==> config.mk <==
export PLATFORM = sky130hd
export DESIGN_NAME = dcache_bank_arbiter_flat
export DESIGN_NICKNAME = d
export VERILOG_FILES = /design/src/rtl/dcache_bank_arbiter_if.sv /design/src/rtl/dcache_bank_arbiter.sv /design/src/flat_wrapper.sv
export SDC_FILE = /design/constraint.sdc
export NUM_CORES = 1
export LEC_CHECK = 0
export BUFFER_PORTS_ARGS = -buffer_cell sky130_fd_sc_hd__buf_2
export CAP_MARGIN = 10
export CELL_PAD_IN_SITES_DETAIL_PLACEMENT = 0
export CELL_PAD_IN_SITES_GLOBAL_PLACEMENT = 1
export CORE_AREA = 5 5 466 468
export DETAILED_ROUTE_END_ITERATION = 12
export DIE_AREA = 0 0 471 473
export PLACE_DENSITY = 0.3
export SYNTH_ARGS = -nofsm -noshare
export SYNTH_HDL_FRONTEND = slang
export SYNTH_SLANG_ARGS = --single-unit
==> constraint.sdc <==
create_clock -name clk -period 3.35 [get_ports clk]
set_clock_uncertainty 0.1 [all_clocks]
set_input_delay 0.5025 -clock clk [delete_from_list [all_inputs] [get_ports clk]]
set_output_delay 0.5025 -clock clk [all_outputs]
set_load 0.03 [all_outputs]
==> src/rtl/dcache_bank_arbiter_if.sv <==
// Bundles the request, grant, bank-array and load-return signals of the DCache data bank arbiter.
// slave: the arbiter's view. master: the requesters' and bank array's view (used by the bench).
// Ports: refill_*, store_*, load_* request/grant groups; bank_* array drive; load_r* return path.
interface dcache_bank_arbiter_if #(
    parameter int LOAD_PORTS = 2,
    parameter int BANKS      = 4,
    parameter int WAYS       = 4,
    parameter int SET_WIDTH  = 6,
    parameter int BITS       = 32
);
    localparam int BYTES  = BITS / 8;
    localparam int BANK_W = (BANKS > 1) ? $clog2(BANKS) : 1;

    logic                                refill_valid;
    logic [WAYS-1:0]                     refill_way;
    logic [SET_WIDTH-1:0]                refill_index;
    logic [BANKS*BITS-1:0]               refill_data;
    logic                                refill_ready;

    logic                                store_valid;
    logic [BANK_W-1:0]                   store_bank;
    logic [SET_WIDTH-1:0]                store_index;
    logic [WAYS-1:0]                     store_way;
    logic [BYTES-1:0]                    store_mask;
    logic [BITS-1:0]                     store_data;
    logic                                store_ready;

    logic [LOAD_PORTS-1:0]               load_valid;
    logic [LOAD_PORTS*BANK_W-1:0]        load_bank;
    logic [LOAD_PORTS*SET_WIDTH-1:0]     load_index;
    logic [LOAD_PORTS-1:0]               load_grant;
    logic [LOAD_PORTS-1:0]               load_conflict;

    logic [BANKS-1:0]                    bank_en;
    logic [BANKS*WAYS*BYTES-1:0]         bank_we;
    logic [BANKS*SET_WIDTH-1:0]          bank_index;
    logic [BANKS*BITS-1:0]               bank_wdata;
    logic [BANKS*WAYS*BITS-1:0]          bank_rdata;

    logic [LOAD_PORTS-1:0]               load_rvalid;
    logic [LOAD_PORTS*WAYS*BITS-1:0]     load_rdata;

    modport slave (
        input  refill_valid, refill_way, refill_index, refill_data,
        output refill_ready,
        input  store_valid, store_bank, store_index, store_way, store_mask, store_data,
        output store_ready,
        input  load_valid, load_bank, load_index,
        output load_grant, load_conflict,
        output bank_en, bank_we, bank_index, bank_wdata,
        input  bank_rdata,
        output load_rvalid, load_rdata
    );

    modport master (
        output refill_valid, refill_way, refill_index, refill_data,
        input  refill_ready,
        output store_valid, store_bank, store_index, store_way, store_mask, store_data,
        input  store_ready,
        output load_valid, load_bank, load_index,
        input  load_grant, load_conflict,
        input  bank_en, bank_we, bank_index, bank_wdata,
        output bank_rdata,
        input  load_rvalid, load_rdata
    );
endinterface

==> src/rtl/dcache_bank_arbiter.sv <==
// Per-cycle arbiter for the single-port DCache data banks: refill > store > loads, with store anti-starvation.
// Latency: grants/bank drive combinational; load_rvalid registered, load_rdata follows the bank's 1-cycle read.
// Backpressure: nothing is queued; losers see ready=0 / load_conflict=1 and must hold or replay.
// Ports: clk, rst (async active-high), bus (dcache_bank_arbiter_if.slave).
module dcache_bank_arbiter #(
    parameter int LOAD_PORTS   = 2,
    parameter int BANKS        = 4,
    parameter int WAYS         = 4,
    parameter int SET_WIDTH    = 6,
    parameter int BITS         = 32,
    parameter int STARVE_LIMIT = 8
) (
    input  logic                  clk,
    input  logic                  rst,
    dcache_bank_arbiter_if.slave  bus
);
    localparam int BYTES  = BITS / 8;
    localparam int BANK_W = (BANKS > 1) ? $clog2(BANKS) : 1;
    localparam int PTR_W  = (LOAD_PORTS > 1) ? $clog2(LOAD_PORTS) : 1;
    localparam int CNT_W  = $clog2(STARVE_LIMIT + 1);
    localparam int ROW_W  = WAYS * BITS;

    logic [PTR_W-1:0]   rr_ptr;
    logic [CNT_W-1:0]   starve_cnt;
    logic [LOAD_PORTS-1:0] rvalid_q;
    logic [BANK_W-1:0]  cap_bank [LOAD_PORTS];

    logic               store_force;
    logic               refill_gnt;
    logic               store_gnt;
    logic [LOAD_PORTS-1:0] load_gnt;
    logic               rr_upd;
    logic [PTR_W-1:0]   rr_next;

    logic [BANKS-1:0]              bank_en;
    logic [BANKS*WAYS*BYTES-1:0]   bank_we;
    logic [BANKS*SET_WIDTH-1:0]    bank_index;
    logic [BANKS*BITS-1:0]         bank_wdata;
    logic [LOAD_PORTS*ROW_W-1:0]   load_rdata;

    // A store that has lost STARVE_LIMIT cycles in a row beats the refill once.
    always_comb begin
        store_force = bus.store_valid && (starve_cnt == CNT_W'(STARVE_LIMIT));
        refill_gnt  = bus.refill_valid && !store_force;
        store_gnt   = bus.store_valid && !refill_gnt;
    end

    // Loads are visited in round-robin order starting at rr_ptr. The first eligible
    // port to reach a bank claims it; later ports on that bank share the read if the
    // index matches, otherwise they lose. The first such loss moves rr_ptr past the owner.
    always_comb begin : load_arb
        logic                 claimed   [BANKS];
        logic [SET_WIDTH-1:0] claim_idx [BANKS];
        logic [PTR_W-1:0]     claim_port[BANKS];
        logic [BANK_W-1:0]    lb;
        logic [SET_WIDTH-1:0] li;
        logic                 blocked;
        int                   p;
        load_gnt = '0;
        rr_upd   = 1'b0;
        rr_next  = rr_ptr;
        lb       = '0;
        li       = '0;
        blocked  = 1'b0;
        p        = 0;
        for (int b = 0; b < BANKS; b++) begin
            claimed[b]    = 1'b0;
            claim_idx[b]  = '0;
            claim_port[b] = '0;
        end
        for (int k = 0; k < LOAD_PORTS; k++) begin
            p = int'(rr_ptr) + k;
            if (p >= LOAD_PORTS) p = p - LOAD_PORTS;
            lb      = bus.load_bank[p*BANK_W +: BANK_W];
            li      = bus.load_index[p*SET_WIDTH +: SET_WIDTH];
            blocked = refill_gnt || (store_gnt && (bus.store_bank == lb));
            if (bus.load_valid[p] && !blocked) begin
                if (!claimed[lb]) begin
                    claimed[lb]    = 1'b1;
                    claim_idx[lb]  = li;
                    claim_port[lb] = PTR_W'(p);
                    load_gnt[p]    = 1'b1;
                end else if (claim_idx[lb] == li) begin
                    load_gnt[p] = 1'b1;
                end else if (!rr_upd) begin
                    rr_upd = 1'b1;
                    if (int'(claim_port[lb]) == LOAD_PORTS - 1) rr_next = '0;
                    else                                        rr_next = claim_port[lb] + PTR_W'(1);
                end
            end
        end
    end

    // Bank drive: refill takes every bank; otherwise the store bank and any granted loads.
    always_comb begin
        bank_en    = '0;
        bank_we    = '0;
        bank_index = '0;
        bank_wdata = '0;
        if (refill_gnt) begin
            for (int b = 0; b < BANKS; b++) begin
                bank_en[b]                          = 1'b1;
                bank_index[b*SET_WIDTH +: SET_WIDTH] = bus.refill_index;
                bank_wdata[b*BITS +: BITS]          = bus.refill_data[b*BITS +: BITS];
                for (int w = 0; w < WAYS; w++)
                    bank_we[(b*WAYS+w)*BYTES +: BYTES] = {BYTES{bus.refill_way[w]}};
            end
        end else begin
            for (int b = 0; b < BANKS; b++) begin
                if (store_gnt && (bus.store_bank == BANK_W'(b))) begin
                    bank_en[b]                          = 1'b1;
                    bank_index[b*SET_WIDTH +: SET_WIDTH] = bus.store_index;
                    bank_wdata[b*BITS +: BITS]          = bus.store_data;
                    for (int w = 0; w < WAYS; w++)
                        bank_we[(b*WAYS+w)*BYTES +: BYTES] = bus.store_mask & {BYTES{bus.store_way[w]}};
                end
                for (int p = 0; p < LOAD_PORTS; p++) begin
                    if (load_gnt[p] && (bus.load_bank[p*BANK_W +: BANK_W] == BANK_W'(b))) begin
                        bank_en[b]                          = 1'b1;
                        bank_index[b*SET_WIDTH +: SET_WIDTH] = bus.load_index[p*SET_WIDTH +: SET_WIDTH];
                    end
                end
            end
        end
    end

    always_ff @(posedge clk or posedge rst) begin
        if (rst) begin
            rr_ptr     <= '0;
            starve_cnt <= '0;
            rvalid_q   <= '0;
            for (int p = 0; p < LOAD_PORTS; p++) cap_bank[p] <= '0;
        end else begin
            if (rr_upd) rr_ptr <= rr_next;
            if (bus.store_valid && !store_gnt) begin
                if (starve_cnt != CNT_W'(STARVE_LIMIT)) starve_cnt <= starve_cnt + CNT_W'(1);
            end else begin
                starve_cnt <= '0;
            end
            rvalid_q <= load_gnt;
            for (int p = 0; p < LOAD_PORTS; p++)
                if (load_gnt[p]) cap_bank[p] <= bus.load_bank[p*BANK_W +: BANK_W];
        end
    end

    // The banks register their own read data, so only the bank select is held here.
    always_comb begin
        load_rdata = '0;
        for (int p = 0; p < LOAD_PORTS; p++)
            load_rdata[p*ROW_W +: ROW_W] = bus.bank_rdata[int'(cap_bank[p])*ROW_W +: ROW_W];
    end

    assign bus.refill_ready  = refill_gnt;
    assign bus.store_ready   = store_gnt;
    assign bus.load_grant    = load_gnt;
    assign bus.load_conflict = bus.load_valid & ~load_gnt;
    assign bus.bank_en       = bank_en;
    assign bus.bank_we       = bank_we;
    assign bus.bank_index    = bank_index;
    assign bus.bank_wdata    = bank_wdata;
    assign bus.load_rvalid   = rvalid_q;
    assign bus.load_rdata    = load_rdata;
endmodule

==> src/flat_wrapper.sv <==
// flat-port wrapper written by rule: the top's interface ports become plain ports
module dcache_bank_arbiter_flat 
#(
    parameter int LOAD_PORTS   = 2,
    parameter int BANKS        = 4,
    parameter int WAYS         = 4,
    parameter int SET_WIDTH    = 6,
    parameter int BITS         = 32,
    parameter int STARVE_LIMIT = 8
)
  (clk, rst, bus_refill_valid, bus_refill_way, bus_refill_index, bus_refill_data, bus_refill_ready, bus_store_valid, bus_store_bank, bus_store_index, bus_store_way, bus_store_mask, bus_store_data, bus_store_ready, bus_load_valid, bus_load_bank, bus_load_index, bus_load_grant, bus_load_conflict, bus_bank_en, bus_bank_we, bus_bank_index, bus_bank_wdata, bus_bank_rdata, bus_load_rvalid, bus_load_rdata);
  dcache_bank_arbiter_if #(.LOAD_PORTS(LOAD_PORTS), .BANKS(BANKS), .WAYS(WAYS), .SET_WIDTH(SET_WIDTH), .BITS(BITS)) bus_i ();
  input  logic clk;
  input  logic rst;
  input wire logic [$bits(bus_i.refill_valid)-1:0] bus_refill_valid;
  input wire logic [$bits(bus_i.refill_way)-1:0] bus_refill_way;
  input wire logic [$bits(bus_i.refill_index)-1:0] bus_refill_index;
  input wire logic [$bits(bus_i.refill_data)-1:0] bus_refill_data;
  output wire logic [$bits(bus_i.refill_ready)-1:0] bus_refill_ready;
  input wire logic [$bits(bus_i.store_valid)-1:0] bus_store_valid;
  input wire logic [$bits(bus_i.store_bank)-1:0] bus_store_bank;
  input wire logic [$bits(bus_i.store_index)-1:0] bus_store_index;
  input wire logic [$bits(bus_i.store_way)-1:0] bus_store_way;
  input wire logic [$bits(bus_i.store_mask)-1:0] bus_store_mask;
  input wire logic [$bits(bus_i.store_data)-1:0] bus_store_data;
  output wire logic [$bits(bus_i.store_ready)-1:0] bus_store_ready;
  input wire logic [$bits(bus_i.load_valid)-1:0] bus_load_valid;
  input wire logic [$bits(bus_i.load_bank)-1:0] bus_load_bank;
  input wire logic [$bits(bus_i.load_index)-1:0] bus_load_index;
  output wire logic [$bits(bus_i.load_grant)-1:0] bus_load_grant;
  output wire logic [$bits(bus_i.load_conflict)-1:0] bus_load_conflict;
  output wire logic [$bits(bus_i.bank_en)-1:0] bus_bank_en;
  output wire logic [$bits(bus_i.bank_we)-1:0] bus_bank_we;
  output wire logic [$bits(bus_i.bank_index)-1:0] bus_bank_index;
  output wire logic [$bits(bus_i.bank_wdata)-1:0] bus_bank_wdata;
  input wire logic [$bits(bus_i.bank_rdata)-1:0] bus_bank_rdata;
  output wire logic [$bits(bus_i.load_rvalid)-1:0] bus_load_rvalid;
  output wire logic [$bits(bus_i.load_rdata)-1:0] bus_load_rdata;
  assign bus_i.refill_valid = bus_refill_valid;
  assign bus_i.refill_way = bus_refill_way;
  assign bus_i.refill_index = bus_refill_index;
  assign bus_i.refill_data = bus_refill_data;
  assign bus_refill_ready = bus_i.refill_ready;
  assign bus_i.store_valid = bus_store_valid;
  assign bus_i.store_bank = bus_store_bank;
  assign bus_i.store_index = bus_store_index;
  assign bus_i.store_way = bus_store_way;
  assign bus_i.store_mask = bus_store_mask;
  assign bus_i.store_data = bus_store_data;
  assign bus_store_ready = bus_i.store_ready;
  assign bus_i.load_valid = bus_load_valid;
  assign bus_i.load_bank = bus_load_bank;
  assign bus_i.load_index = bus_load_index;
  assign bus_load_grant = bus_i.load_grant;
  assign bus_load_conflict = bus_i.load_conflict;
  assign bus_bank_en = bus_i.bank_en;
  assign bus_bank_we = bus_i.bank_we;
  assign bus_bank_index = bus_i.bank_index;
  assign bus_bank_wdata = bus_i.bank_wdata;
  assign bus_i.bank_rdata = bus_bank_rdata;
  assign bus_load_rvalid = bus_i.load_rvalid;
  assign bus_load_rdata = bus_i.load_rdata;
  dcache_bank_arbiter #(.LOAD_PORTS(LOAD_PORTS), .BANKS(BANKS), .WAYS(WAYS), .SET_WIDTH(SET_WIDTH), .BITS(BITS), .STARVE_LIMIT(STARVE_LIMIT)) u_core (.clk(clk), .rst(rst), .bus(bus_i));
endmodule
==> impl_metrics.ini, run 1 <==
[final_layout]
mostFrequentLayoutCell = buf_2
synthToLayoutAreaGrowth_pct = 130
mostFrequentLayoutCells = buf_2 (1140), mux4_2 (256), buf_4 (147)
nets = 2817
final_layout_size_suffix_gt1_frac = 0.833
fin_area_um2 = 22100

[synthesis]
ys_seq_area_frac = 0.0286
syn-cell-area_um2 = 9630
yosys.cell_types.count = 52
synth_edf_count = 0
synthArstFlopShare = 1.00
syn_inst = 825
ys_seq_elements = 11
avgSynthCellArea_um2 = 11.7
yosysWarnings = 0
synth_nets = 1547
synthFlopType = dfrtp_1

[placement]
numPortBuffers = 1203
dp_slack_ps = -612
dpl.hpwl_mm = 139
gp_congestion = 0.880
place_area_um2 = 21300

[clock_tree]
clockRootBuffer = clkbuf_16
clock_path_buffers = 2
cts_tree = built
cts_made_buffers = 3
path_clk_slew_ps = 50
insertion_delay_ps = 240
numClockSinks = 11
htreeDepth = 1

[die]
die_area_um2 = 223000
die_h_um = 473
num_io_pins = 1204
initial_core_util = 0.0452
num_rows = 170
core-area_um2 = 213000
die_w_um = 471

[setup_path]
critPathMostFrequentCell = buf_6
arrival_ps = 3330
slowest_stage = dfrtp_1
cp_num_buf_inv = 6
start_kind = register
crit_type = register to output port
cp_max_fo = 11
crit_chain = inv_1 -> ha_2 -> nand4b_4 -> a2111oi_4 -> a21boi_4 -> buf_12 -> o22ai_1 -> a211o_4 -> and4b_4 -> buf_8 -> buf_6 -> nor2_8 -> buf_6 -> and2_4 -> buf_6
slowest_delay_ps = 380
required_ps = 2750
critPathCaptureType = output port
cp_top_family = compound AO/OA/AOI/OAI gates

[global_routing]
grt_pass1_vias = 15900
grt_max_degree = 116
antenna_found_initial = 66
grt_pass1_wl_mm = 190
track_usage = 0.129
grt_overflow = 0

[timing]
worst_pin_slew_ps = 773
hold_violations = 0
final-setup-viol-count = 34
maxSlewViolCount = 0
rsz0062_at_grt = yes
slew_headroom = 0.483
fin_crit_sh = 1.17
period_minus_slack_ps = 3930
setup_ws_ps = -581
whs_ps = 173
setup_tns_ps = -16290
fmax_mhz = 254

[run_status]
status = complete, but fails checks
violations = setup timing

[power_and_ir_drop]
power.density_nw_per_um2 = 774
power_mw = 17.1
max-vdd-ir-drop_mv = 0.284
leakagePower_nw = 9.16

[drt]
wl_per_cell_um = 30.9
drcViolationCount = 0
firstDrtPassIters = 5
drt_iter0_drc = 821
postRouteAntennaNets = 0
vias = 15200
wl_mm = 153
avgViaCountPerCell = 3.07

[hold_path]
min_path_type = input pin to async pin

[run]
drv_cap = 0
-- timing repair --
item / in CTS / in global routing
cloned: 2 / 1
hold buffers: 0 / 0
setup endpoints to repair: 191 / 138
setup buffers: 2 / 3
pin swaps: 17 / 17
resized for setup: 105 / 39
-- synthesized netlist by cell type, types with 3 or more instances --
master	count	area, um2
a211oi_1	25	188
a22o_1	128	1120
a311oi_1	24	210
and3_1	4	25.0
buf_1	43	161
buf_2	7	35.0
buf_6	5	56.3
clkbuf_1	70	263
dfrtp_1	11	275
inv_1	10	37.5
mux2_2	4	45.0
mux2i_1	7	70.1
mux4_2	256	5770
nand2_1	56	210
nand3_1	4	20.0
nand4_1	4	25.0
nor2_1	20	75.1
o2111ai_1	6	52.6
o211a_1	4	40.0
o211ai_1	18	135
o21ai_0	64	320
o311ai_0	4	35.0
or2_2	3	18.8
xnor2_1	4	35.0
xor2_1	7	61.3
-- per-stage QoR --
stage               instances    util
floorplan                 825       -
global placement         4920  0.0999
detailed placement       4920  0.0999
CTS                      4928   0.103
global route             4942   0.104
finish                   4953   0.104
-- cells by family (layout without fill, tap and decap cells) --
family | Yosys count | in the layout | share of synthesized area
other | 0 | 21 | 0
AOI/OAI and AO/OA | 287 | 287 | 0.233
muxes | 267 | 267 | 0.611
DFF | 11 | 11 | 0.0286
and+or+nand+nor | 110 | 110 | 0.0558
adders and majority gates | 2 | 2 | 0.00260
buffers and inverters | 137 | 1406 | 0.0590
xor gates and xnor gates | 11 | 11 | 0.0100
-- cell type report --
type / count / area (um2)
diodes: 21 / 52.6
clock buffers: 3 / 75.1
clock inverters: 1 / 5.00
fillers: 24900 / 191000
inverters: 10 / 42.5
multi-input cells: 677 / 9480
flip-flops and latches: 11 / 292
well taps: 2838 / 3550
repair buffers: 1392 / 8610
-- sequential cells by signal, indices dropped and copies added (netlist names) --
register and flops:
u_core.cap_bank 4, u_core.starve_cnt 4, u_core.rr_ptr 1, u_core.bus.load_rvalid 2
-- power breakdown --
group | switching, mW | leakage [nW] | internal [mW]
sequential | 0.353 | 0.135 | 0.188
clock | 0.0676 | 0.0410 | 0.159
combinational | 10.7 | 8.99 | 5.64
-- path summary, 6_finish.rpt --
check / slack (ps) / cells past startpoint / start / end
max: -580 / 15 / u_core.starve_cnt[0] / bus_load_conflict[0]
min: 170 / 2 / rst / u_core.bus.load_rvalid[0]
max reg2reg: -130 / 15 / u_core.starve_cnt[0] / u_core.cap_bank[3]
min reg2reg: 450 / 2 / u_core.starve_cnt[0] / u_core.starve_cnt[0]
max in group asynchronous: 2600 / 2 / rst / u_core.cap_bank[3]
min in group clk: 450 / 2 / u_core.starve_cnt[0] / u_core.starve_cnt[0]
-- routing by layer --
metal / routed length (um) / vias to the layer above / share of wire / global-route usage
met1: 57000 / 7861 / 0.37 / 0.143
met5: 213 / - / 0.0014 / 0
li1: - / 6305 / - / -
met3: 11900 / 108 / 0.078 / 0.0388
met4: 1820 / 30 / 0.012 / 0.0128
met2: 82000 / 877 / 0.54 / 0.247
Power figures use the tool's default switching activity.
==> run 2, diff against run 1 <==
--- a/config.mk
+++ b/config.mk
@@ -9,9 +9,9 @@
 export CAP_MARGIN = 10
 export CELL_PAD_IN_SITES_DETAIL_PLACEMENT = 0
 export CELL_PAD_IN_SITES_GLOBAL_PLACEMENT = 1
-export CORE_AREA = 5 5 466 468
+export CORE_AREA = 5 5 471 473
 export DETAILED_ROUTE_END_ITERATION = 12
-export DIE_AREA = 0 0 471 473
+export DIE_AREA = 0 0 476 478
 export PLACE_DENSITY = 0.3
 export SYNTH_ARGS = -nofsm -noshare
 export SYNTH_HDL_FRONTEND = slang
==> constraint.sdc (replaced) <==
create_clock -name clk -period 4.5 [get_ports clk]
set_clock_uncertainty 0.1 [all_clocks]
set_input_delay 0.675 -clock clk [delete_from_list [all_inputs] [get_ports clk]]
set_output_delay 0.675 -clock clk [all_outputs]
set_load 0.03 [all_outputs]
==> impl_metrics.ini, run 2 (synthesis results as in run 1) <==
[setup_path]
cp_max_fo = 11
cp_num_buf_inv = 3
critPathCaptureType = output port
crit_type = input pin to output port
reg2reg_to = u_core.cap_bank[2]
r2r_slack_ps = 1050
critPathMostFrequentCell = buf_2
crit_chain = buf_2 -> mux2i_2 -> xor2_2 -> a21boi_2 -> or4_1 -> o311ai_4 -> and4b_2 -> buf_6 -> nor2_8 -> o311ai_0 -> buf_2
required_ps = 3720
slowest_delay_ps = 470
start_kind = input pin
rr_worst_depth = 12
arrival_ps = 3620
slowest_stage = or4_1
cp_top_family = simple AND/OR/NAND/NOR gates
reg2reg_from = u_core.starve_cnt[0]

[clock_tree]
insertion_delay_ps = 240
clockRootBuffer = clkbuf_16
cts_made_buffers = 3
clock_path_buffers = 2
hold_buffers = 0
htreeDepth = 1
cts_tree = built
path_clk_slew_ps = 50
numClockSinks = 11

[power_and_ir_drop]
p_int_mw = 4.07
max-vdd-ir-drop_mv = 0.261
p_seq_frac = 0.042
power_switching_mw = 8.00
power.density_nw_per_um2 = 612
clkPwrFrac = 0.014
leakagePower_nw = 8.20
combinationalPowerShare = 0.944
swShare = 0.663

[final_layout]
nets = 2716
synthToLayoutAreaGrowth_pct = 105
final_layout_size_suffix_gt1_frac = 0.795
layout.cells.non_filler = 4864
utilization = 0.0912
mostFrequentLayoutCells = buf_2 (1203), mux4_2 (256), a22o_1 (128)
mostFrequentLayoutCell = buf_2

[global_routing]
track_usage = 0.124
grt_overflow = 0
grt_pass1_vias = 15700
antenna_found_initial = 85
grt_pass1_wl_mm = 186
grt_max_degree = 135

[placement]
dp.cells = 4837
dpl.hpwl_mm = 136
gp_congestion = 0.840
numPortBuffers = 1203

[timing]
fin_crit_sh = 0.976
whs_ps = 361
worst_pin_slew_ps = 1150
maxSlewViolCount = 0
fmax_mhz = 228
period_minus_slack_ps = 4390
hold_violations = 0
final-setup-viol-count = 0
slew_headroom = 0.235

[drt]
firstDrtPassIters = 5
drt_iter0_drc = 878
drcViolationCount = 0
postRouteAntennaNets = 0
vias = 15000
avgViaCountPerCell = 3.08
wl_mm = 151
wl_per_cell_um = 31.1

[die]
die_w_um = 476
core-area_um2 = 217000
num_rows = 171
die_area_um2 = 228000
die_h_um = 478
initial_core_util = 0.0445
num_io_pins = 1204

[hold_path]
min_path_type = input pin to async pin

[run]
drv_cap = 0

[run_status]
status = finished clean
[run 2: power groups by stage]
stage	Clock, mW	Sequential (mW)	Combinational, mW
6_report	0.168	0.511	11.4
5_1_grt	0.178	0.546	12.1
4_1_cts	0.172	0.538	11.9
3_5_place_dp	0	0.537	11.9
3_3_place_gp	0	0.539	11.9
2_1_floorplan	0	0.158	6.91
[run 2: cell type report]
| type | count | area [um2] |
|---|---|---|
| diodes | 17 | 42.5 |
| clock buffers | 4 | 78.8 |
| fillers | 25500 | 197000 |
| inverters | 10 | 42.5 |
| multi-input cells | 678 | 8880 |
| flip-flops and latches | 11 | 292 |
| well taps | 2854 | 3570 |
| repair buffers | 1290 | 6830 |
[run 2: how the worst max path moves through the flow]
| stage | endpoint | startpoint | slack, ps | cells past startpoint |
|---|---|---|---|---|
| 2_1_floorplan | bus_bank_en[0] | bus_store_bank[1] | 250 | 10 |
| 3_3_place_gp | bus_bank_index[2] | bus_store_valid | -170 | 12 |
| 3_5_place_dp | bus_bank_index[2] | bus_store_valid | -150 | 12 |
| 4_1_cts | bus_bank_index[2] | bus_load_bank[3] | 6 | 12 |
| 5_1_grt | bus_bank_index[2] | u_core.starve_cnt[0] | -10 | 13 |
| 6_report | bus_bank_en[1] | bus_load_bank[2] | 110 | 11 |
[run 2: worst reg2reg max path, stage by stage, from the launching register on]
cell	delay (ps)
dfrtp_1	400
inv_1	70
ha_1	150
nand4b_2	150
a2111oi_4	420
a21boi_4	360
o22ai_1	140
a211o_4	390
and4b_2	320
buf_6	180
nor2_8	140
buf_4	140
mux2_2	350
[run 2: stage by stage]
step           setup slack (ps)  total power [mW]  area [um2]  setup TNS, ps
6_report                    106              12.1       19700              0
3_5_place_dp               -148              12.4       19500           -260
3_3_place_gp               -173              12.5       19500           -292
4_1_cts                    5.65              12.6       19600              0
2_1_floorplan               250              7.07        9630              0
5_1_grt                   -12.0              12.8       19700          -20.8
[run 2: layer usage]
metal  wire length [um]  part of all wire  vias up  GRT usage
met3              12700             0.084      156     0.0351
met5                310            0.0021        -          0
li1                   -                 -     6077          -
met4               1960             0.013       46     0.0174
met2              81100              0.54      929      0.240
met1              55000              0.36     7779      0.136
[run 2: repair_timing]
action / CTS / global route
setup endpoints to repair: 17 / 19
hold endpoints to repair: 0 / 0
setup buffers: 0 / 5
pin swaps: 0 / 6
gates resized for setup: 3 / 10
cloned: 0 / 1
